[src/rtl/sbqm_pkg.sv]
// Shared constants, state encoding and helpers for the SBqM teller scheduler.
package sbqm_pkg;

    localparam int SBQM_NT    = 3;
    localparam int TCNT_W     = 2;
    localparam int SBQM_CNT_W = 8;

    typedef enum logic [1:0] {
        IDLE   = 2'd0,
        GRANT  = 2'd1,
        SETTLE = 2'd2
    } sbqm_state_e;

    localparam logic [1:0] ST_IDLE   = IDLE;
    localparam logic [1:0] ST_GRANT  = GRANT;
    localparam logic [1:0] ST_SETTLE = SETTLE;

    // Index width for an n-entry vector, never narrower than one bit
    function automatic int sbqm_idx_w(input int n);
        return (n > 1) ? $clog2(n) : 1;
    endfunction

endpackage

[src/rtl/sbqm_rr_arbiter.sv]
// Combinational round-robin pick over the eligible teller vector, starting at rr_ptr.
module sbqm_rr_arbiter
    import sbqm_pkg::*;
#(
    parameter int NT = SBQM_NT,
    parameter int PW = sbqm_idx_w(SBQM_NT)
) (
    input  logic [NT-1:0] elig,
    input  logic [PW-1:0] rr_ptr,
    output logic [NT-1:0] win_oh,
    output logic [PW-1:0] win_idx,
    output logic          win_vld
);

    int            sum_s;
    logic [PW-1:0] cand_s;
    logic          hit_s;

    // Scan offsets from farthest to nearest so the closest eligible teller at or after rr_ptr wins
    always_comb begin
        win_idx = '0;
        win_vld = 1'b0;
        win_oh  = '0;
        sum_s   = 0;
        cand_s  = '0;
        hit_s   = 1'b0;
        for (int k = NT - 1; k >= 0; k--) begin
            sum_s   = int'(rr_ptr) + k;
            sum_s   = (sum_s >= NT) ? (sum_s - NT) : sum_s;
            cand_s  = PW'(sum_s);
            hit_s   = elig[cand_s];
            win_idx = hit_s ? cand_s : win_idx;
            win_vld = hit_s | win_vld;
        end
        if (win_vld) begin
            win_oh[win_idx] = 1'b1;
        end else begin
            win_oh = '0;
        end
    end

endmodule

[src/rtl/sbqm_teller_sched.sv]
// Teller scheduler: latches free-teller requests and dispatches them round-robin to the queue head.
// Per-teller saturating served counters are built only when SBQM_SERVED_CNT_EN is defined.
module sbqm_teller_sched
    import sbqm_pkg::*;
#(
    parameter int NT = SBQM_NT
`ifdef SBQM_SERVED_CNT_EN
    ,
    parameter int CNT_W = SBQM_CNT_W
`endif
) (
    input  logic              clk,
    input  logic              reset,
    input  logic [TCNT_W-1:0] tcount,
    input  logic              empty,
    input  logic [NT-1:0]     teller_req,
    output logic              dequeue,
    output logic [NT-1:0]     grant,
    output logic [NT-1:0]     pending
`ifdef SBQM_SERVED_CNT_EN
    ,
    output logic [NT*CNT_W-1:0] served_cnt
`endif
);

    localparam int PW = sbqm_idx_w(NT);

    logic [1:0]    state_r;
    logic [NT-1:0] pending_r;
    logic [NT-1:0] grant_r;
    logic          dequeue_r;
    logic [PW-1:0] rr_ptr_r;
    logic [PW-1:0] win_idx_r;

    logic [NT-1:0] en_s;
    logic [NT-1:0] elig_s;
    logic [NT-1:0] win_oh_s;
    logic [PW-1:0] win_idx_s;
    logic          win_vld_s;
    logic          decide_s;
    logic [NT-1:0] clr_s;
    logic [PW-1:0] rr_next_s;

    // Eligibility: latched request of a teller below the active count
    always_comb begin
        en_s = '0;
        for (int i = 0; i < NT; i++) begin
            if (i < int'(tcount)) begin
                en_s[i] = 1'b1;
            end else begin
                en_s[i] = 1'b0;
            end
        end
        elig_s = pending_r & en_s;
    end

    sbqm_rr_arbiter #(
        .NT (NT),
        .PW (PW)
    ) u_arb (
        .elig    (elig_s),
        .rr_ptr  (rr_ptr_r),
        .win_oh  (win_oh_s),
        .win_idx (win_idx_s),
        .win_vld (win_vld_s)
    );

    // Commit decision, clear mask for the grant in flight, and the next pointer value
    always_comb begin
        decide_s  = (state_r == ST_IDLE) && win_vld_s && !empty;
        clr_s     = (state_r == ST_GRANT) ? grant_r : '0;
        rr_next_s = (win_idx_r == PW'(NT - 1)) ? '0 : (win_idx_r + PW'(1));
    end

    // Dispatch FSM; grant/dequeue are registered so they assert for exactly the GRANT cycle
    always_ff @(posedge clk or posedge reset) begin
        if (reset) begin
            state_r   <= ST_IDLE;
            grant_r   <= '0;
            dequeue_r <= 1'b0;
            win_idx_r <= '0;
            rr_ptr_r  <= '0;
        end else begin
            case (state_r)
                ST_IDLE: begin
                    if (decide_s) begin
                        state_r   <= ST_GRANT;
                        grant_r   <= win_oh_s;
                        dequeue_r <= 1'b1;
                        win_idx_r <= win_idx_s;
                    end else begin
                        state_r   <= ST_IDLE;
                        grant_r   <= '0;
                        dequeue_r <= 1'b0;
                    end
                end
                ST_GRANT: begin
                    state_r   <= ST_SETTLE;
                    grant_r   <= '0;
                    dequeue_r <= 1'b0;
                    rr_ptr_r  <= rr_next_s;
                end
                ST_SETTLE: begin
                    state_r   <= ST_IDLE;
                    grant_r   <= '0;
                    dequeue_r <= 1'b0;
                end
                default: begin
                    state_r   <= ST_IDLE;
                    grant_r   <= '0;
                    dequeue_r <= 1'b0;
                end
            endcase
        end
    end

    // Pending requests: a new request on the clearing edge keeps the bit set
    always_ff @(posedge clk or posedge reset) begin
        if (reset) begin
            pending_r <= '0;
        end else begin
            pending_r <= (pending_r & ~clr_s) | teller_req;
        end
    end

    assign dequeue = dequeue_r;
    assign grant   = grant_r;
    assign pending = pending_r;

`ifdef SBQM_SERVED_CNT_EN
    logic [NT*CNT_W-1:0] served_r;

    // Saturating served counters, bumped as each GRANT cycle ends
    always_ff @(posedge clk or posedge reset) begin
        if (reset) begin
            served_r <= '0;
        end else begin
            for (int i = 0; i < NT; i++) begin
                if (clr_s[i] && (served_r[i*CNT_W +: CNT_W] != {CNT_W{1'b1}})) begin
                    served_r[i*CNT_W +: CNT_W] <= served_r[i*CNT_W +: CNT_W] + CNT_W'(1);
                end else begin
                    served_r[i*CNT_W +: CNT_W] <= served_r[i*CNT_W +: CNT_W];
                end
            end
        end
    end

    assign served_cnt = served_r;
`endif

endmodule

[config.mk]
export PLATFORM = sky130hd
export DESIGN_NAME = sbqm_teller_sched
export DESIGN_NICKNAME = d
export VERILOG_FILES = /design/src/rtl/sbqm_pkg.sv /design/src/rtl/sbqm_rr_arbiter.sv /design/src/rtl/sbqm_teller_sched.sv
export SDC_FILE = /design/constraint.sdc
export NUM_CORES = 1
export LEC_CHECK = 0
export ABC_AREA = 1
export BUFFER_PORTS_ARGS = -buffer_cell sky130_fd_sc_hd__buf_2
export CAP_MARGIN = 5
export CELL_PAD_IN_SITES_DETAIL_PLACEMENT = 0
export CELL_PAD_IN_SITES_GLOBAL_PLACEMENT = 1
export CORE_UTILIZATION = 35
export CTS_CLUSTER_SIZE = 24
export DETAILED_ROUTE_END_ITERATION = 10
export PLACE_DENSITY_LB_ADDON = 0.1
export SYNTH_ARGS = -nofsm -noshare
export SYNTH_HDL_FRONTEND = slang
export SYNTH_HIERARCHICAL = 1
export SYNTH_SLANG_ARGS = --single-unit
[constraint.sdc]
create_clock -name clk -period 2.2 [get_ports clk]
set_clock_uncertainty 0.15 [all_clocks]
set_input_delay 0.22 -clock clk [delete_from_list [all_inputs] [get_ports clk]]
set_output_delay 0.22 -clock clk [all_outputs]
set_load 0.02 [all_outputs]
======== After elaboration in Yosys (flattened, before gate mapping) ========
Index checks and enable logic that the tools add are counted.
storage, ports and cells
  logic and storage cells ................. 63
  output and inout bits ................... 7
  input port bits ......................... 8
  register bits ........................... 13
operators by class
  order comparisons ....................... 11
  reductions and logical operators ........ 6
  eq/ne operators ......................... 2
  multiplexer cells ....................... 26
  bitwise logic cells ..................... 6
  add/sub/neg operators ................... 6
operators by type and width
  cell                 count
  $mux 2               7
  $lt 2x3->1 const B   4
  $mux 3               4
  $mux 1               10
  $and 3x3->3          2
  $bmux 1 s2           3
  $ge 3x2->1 const B   2
  $lt 1x2->1 const A   2
  $pmux 2 s2           1
  $sub 2x1->2 const B  2
  $add 2x1->3 const B  1
  $add 2x2->3 const B  1
  $logic_and 1x1->1    3
  $not 3->3            1
  $or 3x3->3           1
  $add 2x1->2 const B  1
  $demux 1 s2          1
  $eq 2x1->1 const B   1
  $eq 2x2->1 const B   1
  $ge 2x1->1 const B   1
  $ge 2x2->1 const B   1
  $logic_not 2->1      1
  $lt 2x2->1 const A   1
  $or 1x1->1           2
  other kinds (3)      3

======== Logic depth before layout (Yosys ltp) ========
Gate-level depths: netlist (run 1).
  depth after elaboration ................. 15
  mapped depth ............................ 13
  depth with buffers taken out ............ 13

======== Modules after synthesis ========
The synthesis (run 1) kept the hierarchy.
modules (own cells, without submodules)
  module             instances  cells an instance  area each (um^2)  sequential area each (um^2)
  sbqm_teller_sched  1          60                 524.3             325.3
  sbqm_rr_arbiter    1          44                 251.5             0.0

======== Worst setup path before layout (run 1) ========
Ideal clock, no wire load.
  path kind ............................... reg2reg
  start ................................... reg rr_ptr_r[0]
  end ..................................... reg win_idx_r[0]
  slack ................................... 416 ps
  clock period less this slack ............ 1784 ps
  required time ........................... 1933 ps
  stages on the path, launching flop included .. 13
  path buffers ............................ 0
  arrival ................................. 1518 ps
  library setup time ...................... 117 ps
  path through ............................ dfrtp_1 > inv_1 > ha_1 > inv_2 > nand3_1 > nand2_1 > inv_1 > nand3_2 > inv_1 > nor2_1 > nand2_2 > nand2_1 > nand2_1
on the way
  longest elaborated chain between the ends .. 10
  elaborated cells between the ends (all ways) .. 25
  classes of those cells .................. add/sub: 5; order compare: 3; mux: 12; bitwise: 2; reduce/logical: 3
RTL lines
  what                                        RTL line                  RTL
  from (decl)                                 sbqm_teller_sched.sv:32   logic [PW-1:0] rr_ptr_r;
  from (signal assigned)                      sbqm_teller_sched.sv:101  rr_ptr_r <= rr_next_s;
  $add 2x1->3 or $add 2x2->3 (tied branches)  sbqm_rr_arbiter.sv:28     sum_s = int'(rr_ptr) + k;
  $ge 3x2->1 or $sub 2x1->2 (tied branches)   sbqm_rr_arbiter.sv:29     sum_s = (sum_s >= NT) ? (sum_s - NT) : sum_s;
  $mux 2                                      sbqm_rr_arbiter.sv:29
  $bmux 1 s2                                  sbqm_rr_arbiter.sv:31     hit_s = elig[cand_s];
  $mux 1 (implied by the code)                sbqm_rr_arbiter.sv:31
  $or 1x1->1                                  sbqm_rr_arbiter.sv:33     win_vld = hit_s | win_vld;
  $or 1x1->1 *                                sbqm_rr_arbiter.sv:33
  via win_vld_s                               sbqm_teller_sched.sv:39   logic win_vld_s;
  $logic_and 1x1->1 * (2 in series)           sbqm_teller_sched.sv:70   decide_s = (state_r == ST_IDLE) && win_vld_s && !empty;
  $reduce_and 2->1 (no source line) *         n/a
  to (signal assigned)                        sbqm_teller_sched.sv:90   win_idx_r <= win_idx_s;
  to (decl)                                   sbqm_teller_sched.sv:33   logic [PW-1:0] win_idx_r;
Mark *: on every way through the listed nets, which the timed path passes. The rest lies on a longest branch. The select of a mux whose other input is x is not followed.
A chain may end at the register's enable or synchronous reset.

======== Worst setup path after layout (run 1) ========
Ends and elaborated chain as after synthesis.

==> key figures, run 1 <==
Status
  – Status: complete, no violations

Yosys
  – Syn Nets: 115
  – Post-synth EDFFs: 0
  – #FFs+latches synth: 13
  – Synth top area share: 41.9%
  – Yosys warns: 6
  – Main area contributors after synthesis: dfrtp_1, nand2_1, inv_1
  – Main flop type after synthesis: dfrtp_1
  – Top-count cell post-synth: nand2_1
  – Post-synth top cells: nand2_1, inv_1, dfrtp_1, nand3_1
  – Synthesized instance count: 104
  – Post-synth ARST share: 100%
  – Post-synthesis sequential area ratio: 41.9%
  – Syn Area/Cell: 7.46 sq um
  – Post-synthesis cell type count: 17
  – Post-synth top area cell: dfrtp_1
  – Synth Cell Area: 776 sq um

CTS
  – Num CTS Buffers: 3
  – Clock sink count: 13
  – Post-CTS setup buffer count: 0
  – Clock transition at the registers of the reported paths: 0.07 ns
  – CTS max path bufs: 2
  – H-Tree Depth: 1
  – Clock tree root driver cell: clkbuf_4
  – Worst skew pair latency: 0.27 ns
  – CTS tree: built

Setup path
  – CP Max Fanout: 7
  – Reg-to-Reg End: win_idx_r[0]
  – Bufs and invs on worst path: 4
  – Critical Path Stages: 12
  – Worst setup SP type: register
  – Reg2reg start: rr_ptr_r[0]
  – Critical path cell sequence: inv_1, ha_1, inv_2, nand3_1, nand2_1, inv_1, nand3_2, inv_1, nor2_2, nand2_2, nand2_1, nand2_1
  – R2r worst-path depth: 12
  – Crit Path Class: register to register
  – R2r setup slk: 0.24 ns
  – CP arrival: 1.98 ns
  – Worst Setup SP: rr_ptr_r[0]
  – Largest delay share family, worst path: simple AND/OR/NAND/NOR gates
  – Critical Path RT: 2.21 ns
  – CP Capture Type: register
  – Critical Path Max Stage Delay: 0.38 ns
  – Slowest CP cell: dfrtp_1

Placed design
  – Worst slack, placed: 0.198 ns
  – Count of input and output buffers: 14
  – GP Congestion: 0.791
  – Post-DP Area: 880 sq um
  – Final HPWL DP: 1.19 mm

Global routing
  – Vias in the first global route: 676
  – Largest net degree at the start of global routing: 14
  – Gr busiest metal: met2
  – Antenna violations before repair: 0
  – Total global routing overflow: 0
  – Tot GR Track Use: 14.2%
  – Met1 Use GR: 17.6%
  – GRT met2 Usage: 24.0%
  – Met3 Use GR: 0.935%
  – First-pass GRT wire length: 2.68 mm

Detailed routing
  – DR pass1 iterations: 4
  – DRC Markers: 0
  – DR WL/cell: 9.63 um
  – DRT antenna net count: 0
  – Drt total wl: 1.47 mm
  – Detailed Route Iter0 Violations: 8
  – Vias per inst: 4.48
  – Via count: 685

Timing
  – Final Hold Violating Endpoints: 0
  – Sum Neg Setup Slack: 0 ns
  – Worst slew margin: 68.0%
  – Worst setup margin: 0.239 ns
  – Tmin final: 1.96 ns
  – Least-Margin Pin Slew: 0.479 ns
  – Setup Viol. Count Final: 0
  – Ratio of final minimum period to clock period: 89.1%
  – Fmax: 510 MHz
  – Pins Over Slew Limit: 0
  – RSZ-0062 raised after global routing: no

Floorplan
  – Total die area: 2410 sq um
  – IO Count: 15
  – Row count: 16
  – Starting Density: 38.4%
  – Chip height: 49.1 um
  – Core area: 2020 sq um
  – DIE WIDTH: 49.1 um

Finish
  – Area Overhead vs Synth: 22.3%
  – ANT cells: 0
  – Fin util: 46.9%
  – Post-layout instance area: 948 sq um
  – Share of cells above drive strength 1: 27.0%
  – Fill count: 219
  – Final nets: 138

Power and ir drop
  – Lkg Pwr: 0.551 nW
  – Max VDD drop: 0.735 mV
  – Power density of the placed cells: 1220 nW/um^2
  – Total power: 0.00116 W

Worst hold path
  – Hold Crit Class: primary input to register
  – Hold wc startpoint: empty
  – Hold Path Cell Cnt: 4
  – Min-Delay Endpoint: win_idx_r[0]

Flow run
  – Max-Cap Viols: 0
-- state kept, by name, indices dropped and copies added, names as in the netlist --
signal     count
grant          3
pending        3
rr_ptr_r       2
state_r        2
win_idx_r      2
dequeue        1
-- per-stage QoR --
step | std cells | hold WS [ns]
floorplan | 104 | -0.0530
global placement | 145 | 0.108
detailed placement | 145 | 0.114
CTS | 153 | 0.0936
global route | 153 | 0.0899
finish | 153 | 0.0800
-- cell type report --
| class | instances | area [sq um] | share of cell area [%] |
|---|---|---|---|
| multi-input combinational | 67 | 363 | 38.3 |
| sequential | 13 | 325 | 34.3 |
| timing repair buffer | 18 | 110 | 11.6 |
| inverter | 24 | 90.1 | 9.50 |
| tap | 27 | 33.8 | 3.56 |
| clock buffer | 4 | 26.3 | 2.77 |
-- worst max-delay path by stage --
stage | slack (ns) | endpoint
6_report | 0.24 | win_idx_r[0]
5_1_grt | 0.05 | win_idx_r[0]
4_1_cts | 0.18 | win_idx_r[0]
3_5_place_dp | 0.20 | win_idx_r[0]
3_3_place_gp | 0.24 | win_idx_r[0]
2_1_floorplan | 0.42 | win_idx_r[0]
-- cell families (layout without fill, tap and decap cells) --
family,after synthesis,in the layout,share of synthesized area (%)
AO/OA/AOI/OAI,6,6,4.68
adder cells (fa/ha/maj),3,3,4.84
buffers and inverters,24,46,11.6
flip-flops,13,13,41.9
AND/OR/NAND/NOR,58,58,36.9
-- tightest hold or removal path, delay by kind of cell --
kind	cells	cell delay (ns)
buffers and inverters	1	0.08
and+or+nand+nor	3	0.15
-- power by group --
group          leakage (nW)  internal [W]  switching [W]
clock network        0.0150     0.0000702      0.0000717
logic                 0.378      0.000221       0.000426
registers             0.158      0.000313      0.0000568
-- layer usage --
metal	vias to the layer above	routed length, um
met5	-	0
met4	0	31
met3	4	24
met2	10	701
met1	316	716
li1	355	-
-- timing repair --
item	4_1_cts	5_1_grt
hold buffers	4	0
gates resized for setup	0	1
endpoints found under the setup margin	0	2
hold endpoints to repair	16	0
-- cells in the final DEF, fill, tap and decap left out, types with 3 or more instances in the layout --
cell and count:
nor2_1 4, clkbuf_4 3, nand3_2 5, buf_2 14, nor2_2 3, nand2_1 33
inv_2 4, dlygate4sd3_1 4, nand3_1 8, dfrtp_1 13, inv_1 20, ha_1 3
No activity file was read; power rests on OpenSTA's default activity.
==> run 2, diff against run 1 <==
--- a/config.mk
+++ b/config.mk
@@ -10,6 +10,7 @@
 export CAP_MARGIN = 5
 export CELL_PAD_IN_SITES_DETAIL_PLACEMENT = 0
 export CELL_PAD_IN_SITES_GLOBAL_PLACEMENT = 1
+export CORE_ASPECT_RATIO = 0.7
 export CORE_UTILIZATION = 35
 export CTS_CLUSTER_SIZE = 24
 export DETAILED_ROUTE_END_ITERATION = 10
==> run 2 against run 1 <==
Compared with the run above:
- final cell count is 2.0% higher
- critical path type unchanged
- utilization is 1.3 points higher
- routed wire length is 7.0% higher
- sequential power hardly changed
- count of clock-buffer cells in the layout stayed put
- sequential share of layout area hardly changed
- global-route usage is 0.95 points higher
- flip-flop and latch count stayed put
- register-to-register slack worse by 0.02 ns
- largest cell class unchanged
- worst setup slack worse by 0.018 ns
- largest power group unchanged
- maximum frequency is 0.92% lower
==> key figures, run 2 (synthesis gave the netlist of run 1 again) <==
Status
  – Status: complete, no violations

Floorplan
  – IO Count: 15 (unchanged)
  – DIE WIDTH: 58.3 um (+19%)
  – Chip height: 41.4 um (-16%)
  – Core area: 1970 sq um (-2.7%)
  – Row count: 13 (-3)
  – Total die area: 2410 sq um (+0.12%)
  – Starting Density: 39.4% (+1.0 points)

Detailed routing
  – DRT antenna net count: 0 (unchanged)
  – Via count: 665 (-2.9%)
  – DR pass1 iterations: 5 (+1)
  – Vias per inst: 4.26 (-4.8%)
  – Detailed Route Iter0 Violations: 15 (+7)
  – DRC Markers: 0 (unchanged)
  – Drt total wl: 1.58 mm (+7.0%)
  – DR WL/cell: 10.1 um (+4.9%)

Global routing
  – GRT met2 Usage: 23.9% (-0.12 points)
  – First-pass GRT wire length: 2.44 mm (-8.8%)
  – Met1 Use GR: 19.1% (+1.5 points)
  – Tot GR Track Use: 15.2% (+0.95 points)
  – Total global routing overflow: 0 (unchanged)
  – Vias in the first global route: 544 (-20%)
  – Antenna violations before repair: 0 (unchanged)
  – Largest net degree at the start of global routing: 14 (unchanged)
  – Met3 Use GR: 5.56% (+4.6 points)
  – Gr busiest metal: met2

Timing
  – Worst slew margin: 67.3% (-0.72 points)
  – Final Hold Violating Endpoints: 0 (unchanged)
  – RSZ-0062 raised after global routing: no
  – Fmax: 505 MHz (-0.92%)
  – Tmin final: 1.98 ns (+0.0183 ns)
  – Fin Hold WS: 0.0784 ns (-0.00167 ns)
  – Pins Over Slew Limit: 0 (unchanged)
  – Least-Margin Pin Slew: 0.490 ns (+0.0108 ns)
  – Setup Viol. Count Final: 0 (unchanged)
  – Sum Neg Setup Slack: 0 ns (unchanged)
  – Ratio of final minimum period to clock period: 90.0% (+0.83 points)

Power and ir drop
  – Max VDD drop: 0.499 mV (-32%)
  – Power density of the placed cells: 1230 nW/um^2 (+0.58%)
  – Lkg Pwr: 0.551 nW (about the same)

Finish
  – Most common cell after layout, fill and taps aside: nand2_1
  – Most frequent cells in the layout: nand2_1, inv_1, buf_2
  – ANT cells: 0 (unchanged)
  – Post-layout instance area: 950 sq um (+0.13%)
  – Final nets: 138 (unchanged)
  – Area Overhead vs Synth: 22.4%
  – Share of cells above drive strength 1: 26.2% (-0.79 points)
  – Fin util: 48.3% (+1.3 points)

CTS
  – CTS tree: built
  – Worst skew pair latency: 0.28 ns (about the same)
  – Clock transition at the registers of the reported paths: 0.07 ns (about the same)
  – Num CTS Buffers: 3 (unchanged)
  – H-Tree Depth: 1 (unchanged)
  – Hold buffers post-CTS: 4 (unchanged)
  – Clock tree root driver cell: clkbuf_4
  – Post-cts sizing count: 0 (unchanged)
  – Post-CTS setup buffer count: 0 (unchanged)
  – Clock sink count: 13 (unchanged)
  – CTS max path bufs: 2 (unchanged)

Setup path
  – Slowest CP cell: dfrtp_1
  – Critical Path RT: 2.22 ns (about the same)
  – Critical Path Max Stage Delay: 0.37 ns (about the same)
  – CP Max Fanout: 7 (unchanged)
  – CP Capture Type: register
  – Crit Path Class: register to register
  – Bufs and invs on worst path: 4 (unchanged)
  – CP arrival: 2.00 ns (+0.02 ns)
  – Largest delay share family, worst path: simple AND/OR/NAND/NOR gates
  – Critical path cell sequence: inv_1, ha_1, inv_2, nand3_1, nand2_1, inv_1, nand3_2, inv_1, nor2_1, nand2_2, nand2_1, nand2_1
  – Worst setup SP type: register

Placed design
  – GP Congestion: 0.762 (-3.6%)
  – Count of input and output buffers: 14 (unchanged)
  – Final HPWL DP: 1.26 mm (+5.8%)
  – Post-DP Area: 883 sq um (+0.43%)

Flow run
  – Max-Cap Viols: 0 (unchanged)

Worst hold path
  – Hold Crit Class: primary input to register
[run 2: changes by cell type in the layout (fill, tap and decap cells not counted)]
cell    before  now
nor2_1       4    5
nor2_2       3    2
[run 2: final cells by class]
| class | count | area, sq um |
|---|---|---|
| well taps | 30 | 37.5 |
| inverters | 24 | 90.1 |
| repair buffers | 18 | 110 |
| multi-input cells | 67 | 360 |
| fillers | 212 | 1020 |
| flip-flops and latches | 13 | 325 |
| clock buffers | 4 | 26.3 |
[run 2: final timing paths]
path / from / to / slack, ns / depth (start not counted)
setup reg to reg: rr_ptr_r[0] / win_idx_r[0] / 0.22 / 12
max in group asynchronous: reset / win_idx_r[0] / 1.22 / 3
setup / recovery: rr_ptr_r[0] / win_idx_r[0] / 0.22 / 12
hold reg to reg: pending[2] / pending[2] / 0.35 / 2
min in group asynchronous: reset / pending[1] / 0.35 / 3
hold / removal: empty / win_idx_r[1] / 0.08 / 4
[run 2: layer usage]
metal  routed length (um)  vias to the layer above
met5                    0                        -
met4                   31                        0
met3                   77                        5
met2                  597                       19
met1                  870                      285
li1                     -                      356
[run 2: through the flow]
stage	power [W]	instances	setup WS, ns
after floorplan	0.000877	104	0.416
after global placement	0.00102	148	0.277
after detailed placement	0.00102	148	0.237
after CTS	0.00118	156	0.218
after global routing	0.00128	156	0.0929
final	0.00117	156	0.221
[run 2: worst register-to-register path, stage by stage (launching register included)]
cell	delay, ns
dfrtp_1	0.37
inv_1	0.07
ha_1	0.34
inv_2	0.11
nand3_1	0.12
nand2_1	0.11
inv_1	0.05
nand3_2	0.07
inv_1	0.04
nor2_1	0.17
nand2_2	0.14
nand2_1	0.08
nand2_1	0.05
[run 2: power breakdown]
| group | internal [W] | switching (W) |
|---|---|---|
| logic | 0.000220 | 0.000430 |
| clock network | 0.0000703 | 0.0000765 |
| registers | 0.000313 | 0.0000574 |
| total | 0.000604 | 0.000564 |
